--- src/rtl/pipe_hazard_ctrl.sv ---
// -----------------------------------------------------------------------------
// pipe_hazard_ctrl
//
// Central stall/flush generator for the 5-stage core. Hazard sources from ID,
// EX and the LSU are combined into per-pipeline-register stall and flush
// strobes. Wait states for multi-cycle MDU operations and outstanding loads
// are tracked in a small FSM. A watchdog flags a wait that lasts too long and
// a saturating counter records how many cycles the PC was held.
//
// Parameters:
//   REDIRECT_BUBBLES  total cycles ifid_flush is held per redirect (>= 1)
//   TIMEOUT           wait cycles before hang_err is raised
//   CNT_W             width of stall_cnt
//
// Ports:
//   clk, rst                       clock, synchronous active-high reset
//   id_rs1_ren/addr, id_rs2_ren/addr   ID-stage source register reads
//   ex_rd_ena/addr, ex_load_flag   EX-stage destination and load marker
//   ex_redirect                    EX resolved taken branch/jump/trap
//   ex_mdu_start, mdu_done         multi-cycle MDU occupancy / completion
//   mem_req_valid/ready            LSU load request handshake
//   mem_resp_valid                 load data returned
//   pc_stall .. memwb_flush        combinational stall/flush strobes
//   hang_err                       sticky watchdog error (registered)
//   stall_cnt                      saturating count of pc_stall cycles
// -----------------------------------------------------------------------------
module pipe_hazard_ctrl #(
    parameter int REDIRECT_BUBBLES = 2,
    parameter int TIMEOUT          = 1024,
    parameter int CNT_W            = 32
) (
    input  logic             clk,
    input  logic             rst,
    input  logic             id_rs1_ren,
    input  logic [4:0]       id_rs1_addr,
    input  logic             id_rs2_ren,
    input  logic [4:0]       id_rs2_addr,
    input  logic             ex_rd_ena,
    input  logic [4:0]       ex_rd_addr,
    input  logic             ex_load_flag,
    input  logic             ex_redirect,
    input  logic             ex_mdu_start,
    input  logic             mdu_done,
    input  logic             mem_req_valid,
    input  logic             mem_req_ready,
    input  logic             mem_resp_valid,
    output logic             pc_stall,
    output logic             ifid_stall,
    output logic             ifid_flush,
    output logic             idex_stall,
    output logic             idex_flush,
    output logic             exmem_stall,
    output logic             exmem_flush,
    output logic             memwb_flush,
    output logic             hang_err,
    output logic [CNT_W-1:0] stall_cnt
);

    localparam int RC_W = (REDIRECT_BUBBLES > 1) ? $clog2(REDIRECT_BUBBLES) : 1;
    localparam int WD_W = $clog2(TIMEOUT + 1);

    localparam logic [RC_W-1:0]  RC_LOAD = RC_W'(REDIRECT_BUBBLES - 1);
    localparam logic [RC_W-1:0]  RC_ONE  = RC_W'(1);
    localparam logic [WD_W-1:0]  WD_MAX  = WD_W'(TIMEOUT);
    localparam logic [WD_W-1:0]  WD_ONE  = WD_W'(1);
    localparam logic [CNT_W-1:0] CNT_ONE = CNT_W'(1);

    typedef enum logic [1:0] {
        IDLE     = 2'd0,
        MDU_WAIT = 2'd1,
        MEM_WAIT = 2'd2
    } state_t;

    state_t            state_reg, state_next;
    logic [RC_W-1:0]   rd_cnt_reg, rd_cnt_next;
    logic [WD_W-1:0]   wd_reg, wd_next;
    logic              hang_err_reg;
    logic [CNT_W-1:0]  stall_cnt_reg;

    logic mem_hs;
    logic mem_hold;
    logic mdu_hold;
    logic redirect_act;
    logic rs1_hit;
    logic rs2_hit;
    logic load_use;

    assign mem_hs   = mem_req_valid & mem_req_ready;
    // A wait state stops holding the pipeline in the cycle its completion
    // pulse arrives, so the pipeline advances in that same cycle.
    assign mem_hold = (state_reg == MEM_WAIT) & ~mem_resp_valid;
    // The MDU stall starts in the ex_mdu_start cycle itself, before the FSM
    // has moved to MDU_WAIT.
    assign mdu_hold = ((state_reg == MDU_WAIT) | ((state_reg == IDLE) & ex_mdu_start))
                      & ~mdu_done;
    assign redirect_act = ex_redirect | (rd_cnt_reg != '0);

    assign rs1_hit  = id_rs1_ren & (id_rs1_addr == ex_rd_addr);
    assign rs2_hit  = id_rs2_ren & (id_rs2_addr == ex_rd_addr);
    // x0 is hardwired to zero, so a load targeting it never creates a hazard.
    assign load_use = ex_load_flag & ex_rd_ena & (ex_rd_addr != 5'd0) & (rs1_hit | rs2_hit);

    // ---------------------------------------------------------------- state
    always_ff @(posedge clk) begin
        if (rst) begin
            state_reg <= IDLE;
        end else begin
            state_reg <= state_next;
        end
    end

    // ----------------------------------------------------------- next state
    always_comb begin
        state_next = state_reg;
        case (state_reg)
            IDLE: begin
                // A response in the handshake cycle means there is nothing to wait for.
                if (mem_hs && !mem_resp_valid) begin
                    state_next = MEM_WAIT;
                end else if (ex_mdu_start && !mdu_done) begin
                    state_next = MDU_WAIT;
                end
            end
            MDU_WAIT: begin
                if (mdu_done) begin
                    state_next = IDLE;
                end
            end
            MEM_WAIT: begin
                if (mem_resp_valid) begin
                    state_next = IDLE;
                end
            end
            default: state_next = IDLE;
        endcase
    end

    // -------------------------------------------------------------- outputs
    // Strict priority: only the highest active condition drives any strobe,
    // which also guarantees no register sees stall and flush together.
    always_comb begin
        pc_stall    = 1'b0;
        ifid_stall  = 1'b0;
        ifid_flush  = 1'b0;
        idex_stall  = 1'b0;
        idex_flush  = 1'b0;
        exmem_stall = 1'b0;
        exmem_flush = 1'b0;
        memwb_flush = 1'b0;
        if (!rst) begin
            if (mem_hold) begin
                pc_stall    = 1'b1;
                ifid_stall  = 1'b1;
                idex_stall  = 1'b1;
                exmem_stall = 1'b1;
                memwb_flush = 1'b1;
            end else if (mdu_hold) begin
                pc_stall    = 1'b1;
                ifid_stall  = 1'b1;
                idex_stall  = 1'b1;
                exmem_flush = 1'b1;
            end else if (redirect_act) begin
                ifid_flush  = 1'b1;
                idex_flush  = ex_redirect;
            end else if (load_use) begin
                pc_stall    = 1'b1;
                ifid_stall  = 1'b1;
                idex_flush  = 1'b1;
            end
        end
    end

    // ----------------------------------------------- redirect bubble counter
    // Frozen while a wait holds EX, since the redirecting instruction and the
    // fetch stream behind it are not moving.
    always_comb begin
        rd_cnt_next = rd_cnt_reg;
        if (!(mem_hold || mdu_hold)) begin
            if (ex_redirect) begin
                rd_cnt_next = RC_LOAD;
            end else if (rd_cnt_reg != '0) begin
                rd_cnt_next = rd_cnt_reg - RC_ONE;
            end
        end
    end

    // -------------------------------------------------------------- watchdog
    // Counts cycles spent in a wait state; saturates at TIMEOUT so the flag
    // comparison stays valid for arbitrarily long hangs.
    always_comb begin
        wd_next = wd_reg;
        if (state_next == IDLE) begin
            wd_next = '0;
        end else if ((state_reg != IDLE) && (wd_reg != WD_MAX)) begin
            wd_next = wd_reg + WD_ONE;
        end
    end

    always_ff @(posedge clk) begin
        if (rst) begin
            rd_cnt_reg    <= '0;
            wd_reg        <= '0;
            hang_err_reg  <= 1'b0;
            stall_cnt_reg <= '0;
        end else begin
            rd_cnt_reg   <= rd_cnt_next;
            wd_reg       <= wd_next;
            hang_err_reg <= hang_err_reg | (wd_next == WD_MAX);
            if (pc_stall && (stall_cnt_reg != '1)) begin
                stall_cnt_reg <= stall_cnt_reg + CNT_ONE;
            end
        end
    end

    assign hang_err  = hang_err_reg;
    assign stall_cnt = stall_cnt_reg;

endmodule

--- config.mk ---
export PLATFORM = sky130hd
export DESIGN_NAME = pipe_hazard_ctrl
export DESIGN_NICKNAME = d
export VERILOG_FILES = /design/src/rtl/pipe_hazard_ctrl.sv
export SDC_FILE = /design/constraint.sdc
export NUM_CORES = 1
export LEC_CHECK = 0
export BUFFER_PORTS_ARGS = -buffer_cell sky130_fd_sc_hd__buf_2
export CAP_MARGIN = 20
export CORE_MARGIN = 4
export CORE_UTILIZATION = 35
export CTS_CLUSTER_DIAMETER = 50
export CTS_CLUSTER_SIZE = 14
export DETAILED_ROUTE_END_ITERATION = 6
export PLACE_DENSITY_LB_ADDON = 0.12
export SLEW_MARGIN = 25
export SYNTH_ARGS = -nofsm -noshare
export SYNTH_HDL_FRONTEND = slang
export SYNTH_SLANG_ARGS = --single-unit
--- constraint.sdc ---
create_clock -name clk -period 3.8 [get_ports clk]
set_clock_uncertainty 0.1 [all_clocks]
set_input_delay 0.19 -clock clk [delete_from_list [all_inputs] [get_ports clk]]
set_output_delay 0.19 -clock clk [all_outputs]
set_load 0.02 [all_outputs]
# After elaboration in Yosys (flattened, before gate mapping)
# Cells that the tools add are included.
[totals]
register_bits = 47
input_bits = 27
output_inout_bits = 41
word_cells = 70
[classes]
n_addsub = 3
n_eq_ne = 7
n_mux = 29
bitwise = 15
reduce_logical = 11
[op_table]
columns = ["op", "count"]
rows = [
  ["$add A32 B1 Y32 const B", 1],
  ["$ne A32 B32 Y1 const B", 1],
  ["$mux W1", 22],
  ["$mux W11", 2],
  ["$add A11 B1 Y11 const B", 1],
  ["$eq A11 B11 Y1 const B", 1],
  ["$ne A11 B11 Y1 const B", 1],
  ["$eq A5 B5 Y1", 2],
  ["$and A1 B1 Y1", 9],
  ["$mux W2", 4],
  ["$pmux W2 S3", 1],
  ["$reduce_bool A5 Y1", 1],
  ["$logic_and A1 B1 Y1", 4],
  ["$logic_not A2 Y1", 2],
  ["$or A1 B1 Y1", 4],
  ["$eq A2 B1 Y1 const B", 1],
  ["$eq A2 B2 Y1 const B", 1],
  ["$logic_not A1 Y1", 2],
  ["$not A1 Y1", 2],
  ["$reduce_bool A2 Y1", 1],
  ["$logic_or A1 B1 Y1", 1],
  ["$sub A1 B1 Y1 const B", 1],
]

# Longest topological paths before layout
# Gate-level depths: netlist (run 1).
[logic_depth]
ltp_word = 10
mapped_depth = 10
ltp_nobuf = 8

# Least setup slack after synthesis (run 1)
# OpenSTA, ideal clock, no wires.
[synth_path]
path_kind = "reg-to-reg"
start = "reg stall_cnt_reg[0] (netlist: stall_cnt[0])"
end = "reg stall_cnt_reg[25] (netlist: stall_cnt[25])"
setup_time_ns = 0.121
arrival_time_ns = 2.119
required_time_ns = 3.579
setup_slack_ns = 1.461
stages_incl_launch_ff = 10
path_buffers = 2
synth_period_minus_slack_ns = 2.339
cell_sequence = "dfxtp_1 ha_1 and2_1 buf_6 and3_4 and3_4 and2b_1 buf_6 nor4_1 mux2_2"
[synth_via]
elab_chain_len = 2
elab_cells_between_ends = 3
cone_classes = "add/sub (1); eq/ne (1); reduce/logical (1)"
[synth_rtl]
columns = ["item", "line", "source"]
rows = [
  ["start, declared", "78", "logic [CNT_W-1:0] stall_cnt_reg;"],
  ["start signal, assigned", "210", "stall_cnt_reg <= stall_cnt_reg + CNT_ONE;"],
  ["branches (longest 2 deep; another with $add A32 B1 Y32)", "n/a", ""],
]
# Parallel ways; which one is timed is not known.
# A chain may end at the register's enable or synchronous reset.

# Final worst setup path (run 1)
# Ends and elaborated chain as after synthesis.

==> results of run 1 <==
==> how the worst max path moves through the flow <==
stage | cells past startpoint | endpoint | slack, ps
2_1_floorplan | 9 | stall_cnt[25] | 1460
3_3_place_gp | 6 | stall_cnt[27] | 1280
3_5_place_dp | 7 | stall_cnt[25] | 1170
4_1_cts | 7 | stall_cnt[25] | 1150
5_1_grt | 7 | stall_cnt[27] | 990
6_report | 7 | stall_cnt[25] | 1120
==> area by class of cell <==
type | count | area [µm²]
clock buffers | 7 | 76.32
multi-input cells | 255 | 1664
inverters | 5 | 18.77
flip-flops and latches | 47 | 940.9
fillers | 801 | 4532
clock inverters | 1 | 5.005
repair buffers | 70 | 362.8
well taps | 102 | 127.6
==> logic make-up (layout without fill, tap and decap cells) <==
kind of cell | Yosys count | after routing | synth area share
and+or+nand+nor | 150 | 150 | 0.3076
muxes | 5 | 5 | 0.02032
buffers and inverters | 26 | 83 | 0.05962
adders and majority gates | 3 | 3 | 0.01355
DFF | 47 | 47 | 0.3397
xor gates and xnor gates | 24 | 24 | 0.07588
AOI/OAI and AO/OA | 73 | 73 | 0.1834
==> metrics by stage <==
stage	hold WS [ps]	area, µm²	power [mW]
global route	32.01	3196	0.9194
finish	14.16	3196	0.8751
floorplan	168.7	2770	0.5653
CTS	3.042	3196	0.8910
detailed placement	295.9	3094	0.5933
global placement	299.6	3094	0.5930
==> cell usage after synthesis (2+ instances only) <==
cell type	number	area [µm²]
xnor2_1	17	148.9
clkbuf_1	8	30.03
a31oi_1	5	31.28
nor4b_1	3	26.28
nor4_1	10	62.56
nor3_1	8	40.04
ha_1	3	37.54
clkbuf_2	2	10.01
or2_2	2	12.51
mux2_2	3	33.78
nand2_1	21	78.83
o21ai_0	10	50.05
and2_1	3	18.77
o31a_1	5	43.79
o31ai_1	8	60.06
buf_4	3	22.52
nor2_1	28	105.1
nor2b_1	5	31.28
o21a_1	5	37.54
o311ai_0	4	35.03
o41ai_1	4	35.03
and3_4	2	22.52
nand4_1	17	106.4
and4_1	2	17.52
nand3_1	15	75.07
dfxtp_1	47	940.9
buf_6	7	78.83
inv_1	5	18.77
a21oi_1	21	105.1
and3_1	9	56.30
or3_1	11	68.82
or4_1	7	52.55
xor2_1	7	61.31
mux2_1	2	22.52
==> power breakdown <==
group / internal (mW) / switching (mW) / total (mW)
combinational: 0.0328 / 0.0512 / 0.0840
clock: 0.130 / 0.164 / 0.293
sequential: 0.495 / 0.00339 / 0.498
total: 0.657 / 0.218 / 0.875
==> what timing repair did <==
action | 4_1_cts | 5_1_grt
hold buffers | 2 | 0
endpoints found under the hold margin | 2 | 0
resized for setup | 0 | 0
==> layer usage <==
metal	vias up	share of wire
li1	1340	-
met1	1227	0.48
met2	40	0.46
met3	7	0.048
met4	0	0.014
met5	-	0
==> critical path, cell delays in order, from the launching register on <==
cell and delay, ps:
dfxtp_1 360, ha_1 220, and2_1 250, and3_4 220, and3_4 180, and2b_1 430
nor4_1 430, mux2_2 370
==> results.toml, run 1 <==
[global_routing]
grt_pass1_wl_mm = 11.92
gr-total-overflow = 0
use_met2 = 0.2373
first_global_vias = 2477
use_met1 = 0.1951
antenna_found_initial = 0
grt-busiest-layer = "met2"
use_met3 = 0.04182
grt_max_degree = 37
grt.total_usage = 0.1478

[yosys]
syn_inst = 328
synth_edf_count = 0
ys_seq_area_frac = 0.3397
ys_ff_latch = 47
synth.cell_area_mm2 = 0.002770
syn-num-nets = 358
ys_warn_count = 0
yosysUniqueCellTypes = 53
avgSynthCellArea_um2 = 8.446
ys_async_sr_fraction = 0
synthFlopType = "dfxtp_1"

[placement]
port_buffers = 67
dp_cells = 477
pre_cts_ws_ps = 1169
hpwl_mm = 5.101
routabilityCongestion = 0.7811

[setup_path]
reg2reg_to = "stall_cnt[25]"
rrSetupSlack_ps = 1120
reg2regPathDepth = 7
worstSetupPathType = "register to register"
startpoint_type = "register"
critPathMaxFanout = 25
crit_arrival_ps = 2770
reg2reg_from = "stall_cnt[0]"
setup.worst_path.start = "stall_cnt[0]"
cp-end-kind = "register"
required_ps = 3890

[clocking]
clock_latency_ps = 300
path_clk_slew_ps = 90
post_cts_buffers = 0
cts-buffers-inserted = 5
htree_levels = 2
clk_path_buf_depth = 2
clock_sinks = 47
clockRootBuffer = "clkbuf_8"
cts_tree = "done"

[floorplan]
die_y_um = 96.97
start_util = 0.3585
die_area_mm2 = 0.009402
rows = 32
die_w_um = 96.97
coreArea_mm2 = 0.007727
io_pins = 68

[sta]
rsz0062_at_grt = "false"
relSlewSlack = 0.4669
period_share = 0.7041
max_freq_mhz = 373.7
hold_violations = 0
fin_crit_ps = 2676
setup_viol = 0
tightest_slew_ps = 799.7
report.final.slew_viol_count = 0
setup_tns_ps = 0
fin_ws_ps = 1124

[cells_and_area]
finalNetCount = 414
antenna_cells = 0
drive_gt1_frac = 0.2286
utilization = 0.4135
final_cell_count_no_fill = 487
largest_reg_flops = 32
syn2layout_area_growth_pct = 15.36
final_common_cell = "buf_2"
final_cell_mix = "buf_2 (67), dfxtp_1 (47), nor2_1 (28)"

[min_path]
hold_path_depth = 2
min_to = "state_reg[0]"
min_from = "mem_req_valid"
holdCritPathClass = "primary input to register"

[drt]
drc = 0
wirelength_mm = 6.944
via_per_inst = 5.368
drt_pass1_iterations = 4
routedWlPerCell_um = 14.26
dr_total_vias = 2614
final_antenna_net_count = 0
first_iter_violations = 97

[pwr]
peakVddDrop_mv = 0.1475
p_leak_nw = 1.227
power_density_mw_per_mm2 = 273.8

[status]
outcome = "finished, final reports clean"

[job]
max_cap_viol_count = 0
(Power assumes the default switching activity.)
==> run 2: changes to the inputs <==
clock period = 2.6 ns   (was 3.8 ns; I/O delays follow)
==> run 2 against run 1 <==
Compared with the run above:
- sequential share of layout area down 0.95 points
- register-to-register slack lost 830 ps
- first-iteration DRC count rose by 3.1%
- non-clock buffer count is 11 higher
- die area unchanged
- power up 50%
- hold slack improved by 120 ps
- routed wire length is 2.8% higher
- via count increased by 2.3%
- cell area is 3.3% higher
- sequential power is 46% higher
- critical endpoint is now pc_stall
- largest cell class unchanged
==> results.toml, run 2 (same netlist as run 1, synthesis figures left out) <==
[sta]
rsz0062_at_grt = "false"
max_freq_mhz = 417.4
report.final.slew_viol_count = 0
whs_ps = 130.3
setup_tns_ps = 0
relSlewSlack = 0.5414
fin_crit_ps = 2396
period_share = 0.9215
setup_viol = 0
tightest_slew_ps = 687.9
hold_violations = 0

[placement]
routabilityCongestion = 0.8429
hpwl_mm = 5.135
dp_cells = 486
port_buffers = 67

[setup_path]
crit_arrival_ps = 2170
cp-end-kind = "output port"
worstSetupPathType = "register to output port"
startpoint_type = "register"
required_ps = 2370
critPathMaxFanout = 12

[pwr]
power_mw = 1.310
power_density_mw_per_mm2 = 396.8
peakVddDrop_mv = 0.2184
p_leak_nw = 1.287

[global_routing]
use_met3 = 0.03461
antenna_found_initial = 0
grt_pass1_wl_mm = 11.60
grt_max_degree = 36
grt-busiest-layer = "met2"
gr-total-overflow = 0
use_met2 = 0.2378
grt.total_usage = 0.1449
first_global_vias = 2466
use_met1 = 0.1934

[drt]
final_antenna_net_count = 0
via_per_inst = 5.371
drt_pass1_iterations = 4
drc = 0
wirelength_mm = 7.140
dr_total_vias = 2675
first_iter_violations = 100
routedWlPerCell_um = 14.34

[cells_and_area]
drive_gt1_frac = 0.2525
finalNetCount = 426
final_common_cell = "buf_2"
largest_reg_flops = 32
antenna_cells = 0
syn2layout_area_growth_pct = 19.20
final_cell_count_no_fill = 498
final_cell_mix = "buf_2 (67), dfxtp_1 (47), nor2_1 (28)"

[status]
outcome = "finished, final reports clean"

[min_path]
holdCritPathClass = "primary input to register"

[floorplan]
coreArea_mm2 = 0.007727
die_area_mm2 = 0.009402
rows = 32
die_w_um = 96.97
io_pins = 68
die_y_um = 96.97
start_util = 0.3585

[job]
max_cap_viol_count = 0

[clocking]
htree_levels = 2
clk_path_buf_depth = 2
clockRootBuffer = "clkbuf_8"
cts-buffers-inserted = 5
path_clk_slew_ps = 90
cts_tree = "done"
clock_latency_ps = 290
clock_sinks = 47
## run 2: where the power goes
part | internal [mW] | switching (mW)
Clock | 0.209 | 0.239
Sequential | 0.723 | 0.00472
Combinational | 0.0540 | 0.0801
Total | 0.986 | 0.324
## run 2: timing repair
action | in CTS | in global routing
resized for setup | 0 | 1
hold buffers | 4 | 0
setup buffers | 0 | 0
hold endpoints to repair | 3 | 0
endpoints found under the setup margin | 0 | 2
## run 2: cell type report
type | instances | area, µm²
clock inverter | 1 | 5.005
tap | 102 | 127.6
clock buffer | 6 | 82.58
sequential | 47 | 940.9
timing repair buffer | 81 | 450.4
inverter | 5 | 18.77
multi-input combinational | 256 | 1677
fill | 785 | 4425
## run 2: worst paths after layout
path | startpoint | to | slack (ps) | depth (start not counted)
setup / recovery | state_reg[0] | pc_stall | 200 | 7
hold / removal | mem_req_valid | state_reg[1] | 130 | 3
setup reg to reg | stall_cnt[0] | stall_cnt[27] | 290 | 7
hold reg to reg | rd_cnt_reg | rd_cnt_reg | 360 | 2
## run 2: critical path, cell delays in order, from the launching register on
cell and delay, ps:
dfxtp_1 370, or2_2 320, nand2_1 130, nand2_1 240, o21ai_4 420, buf_4 200
inv_1 40, buf_2 150
## run 2: metrics by stage
stage	util	cell area [µm²]	worst slack (ps)
after floorplan	-	2770	260.6
after global placement	0.4092	3162	297.8
after detailed placement	0.4092	3162	289.4
after CTS	0.4257	3289	97.69
after global routing	0.4273	3302	47.29
final	0.4273	3302	204.0
## run 2: routing by layer
layer,routed length [µm],vias to the layer above,share of wire
li1,-,1366,-
met5,0,-,0
met2,3345,28,0.47
met4,19,0,0.0027
met1,3566,1279,0.50
met3,208,2,0.029
==> run 3: changes to the inputs <==
ABC_CLOCK_PERIOD_IN_PS = 2600   (was unset)
CAP_MARGIN = 10   (was 20)
CORE_UTILIZATION = 54   (was 35)
==> run 3 against run 2 <==
Compared with the run above:
- worst setup slack improved by 40 ps
- core utilization rose by 25 points
- sequential share of layout area rose by 0.18 points
- sequential power barely moved
- critical endpoint unchanged
- non-clock buffer count rose by 1
- global-route usage rose by 8.7 points
- via count rose by 3.4%
- clock power rose by 15%
- register-to-register slack barely moved
- hold slack got worse by 42 ps
- highest routed layer unchanged
- critical path type unchanged
- cell area fell by 0.64%
- combinational power barely moved
==> results.toml, run 3 (same netlist as run 1, synthesis figures left out) <==
[drt]
drc = 0
via_per_inst = 5.972
routedWlPerCell_um = 15.00
drt_pass1_iterations = 4
wirelength_mm = 6.947
dr_total_vias = 2765
first_iter_violations = 151
final_antenna_net_count = 0

[global_routing]
grt.total_usage = 0.2315
grt_max_degree = 22
gr-total-overflow = 0
first_global_vias = 2625
antenna_found_initial = 0
grt_pass1_wl_mm = 11.97

[sta]
fin_crit_ps = 2356
relSlewSlack = 0.6236
hold_violations = 0
whs_ps = 88.31
rsz0062_at_grt = "false"
max_freq_mhz = 424.5
setup_viol = 0
tightest_slew_ps = 562.0
report.final.slew_viol_count = 0
period_share = 0.9060
setup_tns_ps = 0

[pwr]
power_density_mw_per_mm2 = 420.1
switching_share = 0.2303
clkPwrFrac = 0.374
p_int_mw = 1.061
seqPwrFrac = 0.528
p_switching_uw = 317.4
peakVddDrop_mv = 0.3009
combPwrFrac = 0.097
p_leak_nw = 1.300
power_mw = 1.378

[setup_path]
crit_slowest_cell = "o21ai_4"
cp-end-kind = "output port"
crit_chain = "or2_2 > nand2_1 > nand2_1 > o21ai_4 > buf_12 > inv_1 > buf_2"
crit_arrival_ps = 2130
startpoint_type = "register"
required_ps = 2370
critPathMaxStageDelay_ps = 380
critPathMaxFanout = 21
worstSetupPathType = "register to output port"
cp_common_cell = "nand2_1"

[placement]
hpwl_mm = 4.891
routabilityCongestion = 0.8296
dp_cells = 449
port_buffers = 67

[clocking]
path_clk_slew_ps = 80
clock_sinks = 47
clk_path_buf_depth = 2
cts-buffers-inserted = 5
cts_tree = "done"
clockRootBuffer = "clkbuf_8"
htree_levels = 2
clock_latency_ps = 300
post_cts_resized = 0

[cells_and_area]
final_cell_count_no_fill = 463
syn2layout_area_growth_pct = 18.43
final_common_cell = "buf_2"
finalNetCount = 426
utilization = 0.6766
drive_gt1_frac = 0.2475
antenna_cells = 0
largest_reg_flops = 32
final_cell_mix = "buf_2 (67), dfxtp_1 (47), nor2_1 (28)"
fillers = 431

[floorplan]
io_pins = 68
die_w_um = 79.63
die_area_mm2 = 0.006340
coreArea_mm2 = 0.004848
die_y_um = 79.63
start_util = 0.5714
rows = 25

[job]
max_cap_viol_count = 0

[status]
outcome = "finished, final reports clean"

[min_path]
holdCritPathClass = "primary input to register"
## run 3: changes by cell type in the layout (fill, tap and decap cells not counted)
cell | before | now
a21oi_1 | 20 | 21
buf_12 | 0 | 1
a21oi_2 | 2 | 1
bufinv_16 | 0 | 1
clkbuf_8 | 6 | 5
o21ai_2 | 1 | 0
clkbuf_1 | 0 | 1
clkinv_2 | 1 | 0
## run 3: cell type report
cell class / instances / area (µm²) / share of cell area
Clock inverter: 1 / 30.03 / 0.009153
Timing Repair Buffer: 82 / 470.5 / 0.1434
Sequential cell: 47 / 940.9 / 0.2868
Tap cell: 67 / 83.83 / 0.02555
Inverter: 5 / 18.77 / 0.005721
Clock buffer: 6 / 72.57 / 0.02212
Multi-Input combinational cell: 255 / 1664 / 0.5072
## run 3: per-layer routing
metal  part of all wire  global-route usage  vias to the layer above
li1                   -                   -                     1368
met1               0.44              0.2949                     1315
met2               0.49              0.3948                       72
met3              0.057             0.03612                       10
met4              0.015             0.08076                        0
met5                  0                   0                        -
## run 3: final timing paths
check,startpoint,end,slack (ps),depth (start not counted)
setup reg to reg,stall_cnt[0],stall_cnt[23],300,8
setup / recovery,state_reg[0],pc_stall,240,7
hold / removal,mem_req_valid,state_reg[1],90,3
hold reg to reg,hang_err,hang_err,360,1
## run 3: power by group through the flow
stage	clock network (mW)	registers, mW	logic (mW)
final	0.516	0.728	0.134
after global routing	0.554	0.729	0.148
after CTS	0.528	0.728	0.132
after detailed placement	0	0.745	0.127
after global placement	0	0.745	0.123
after floorplan	0	0.744	0.0822
## run 3: metrics by stage
step | worst slack [ps] | cell area (µm²)
2_1_floorplan | 260.6 | 2770
3_3_place_gp | 400.0 | 3115
3_5_place_dp | 352.3 | 3115
4_1_cts | 129.8 | 3258
5_1_grt | 45.67 | 3281
6_report | 244.5 | 3281
## run 3: critical path: cells and delay by family (launching register included)
family | cells | cell delay, ps
simple gates | 3 | 650
compound gates | 1 | 380
buf+inv | 3 | 400
flops | 1 | 370
## run 3: timing repair
item                       CTS  global route
setup endpoints to repair    0             4
hold buffers                 4             0
hold endpoints to repair     3             0
setup buffers                0             3
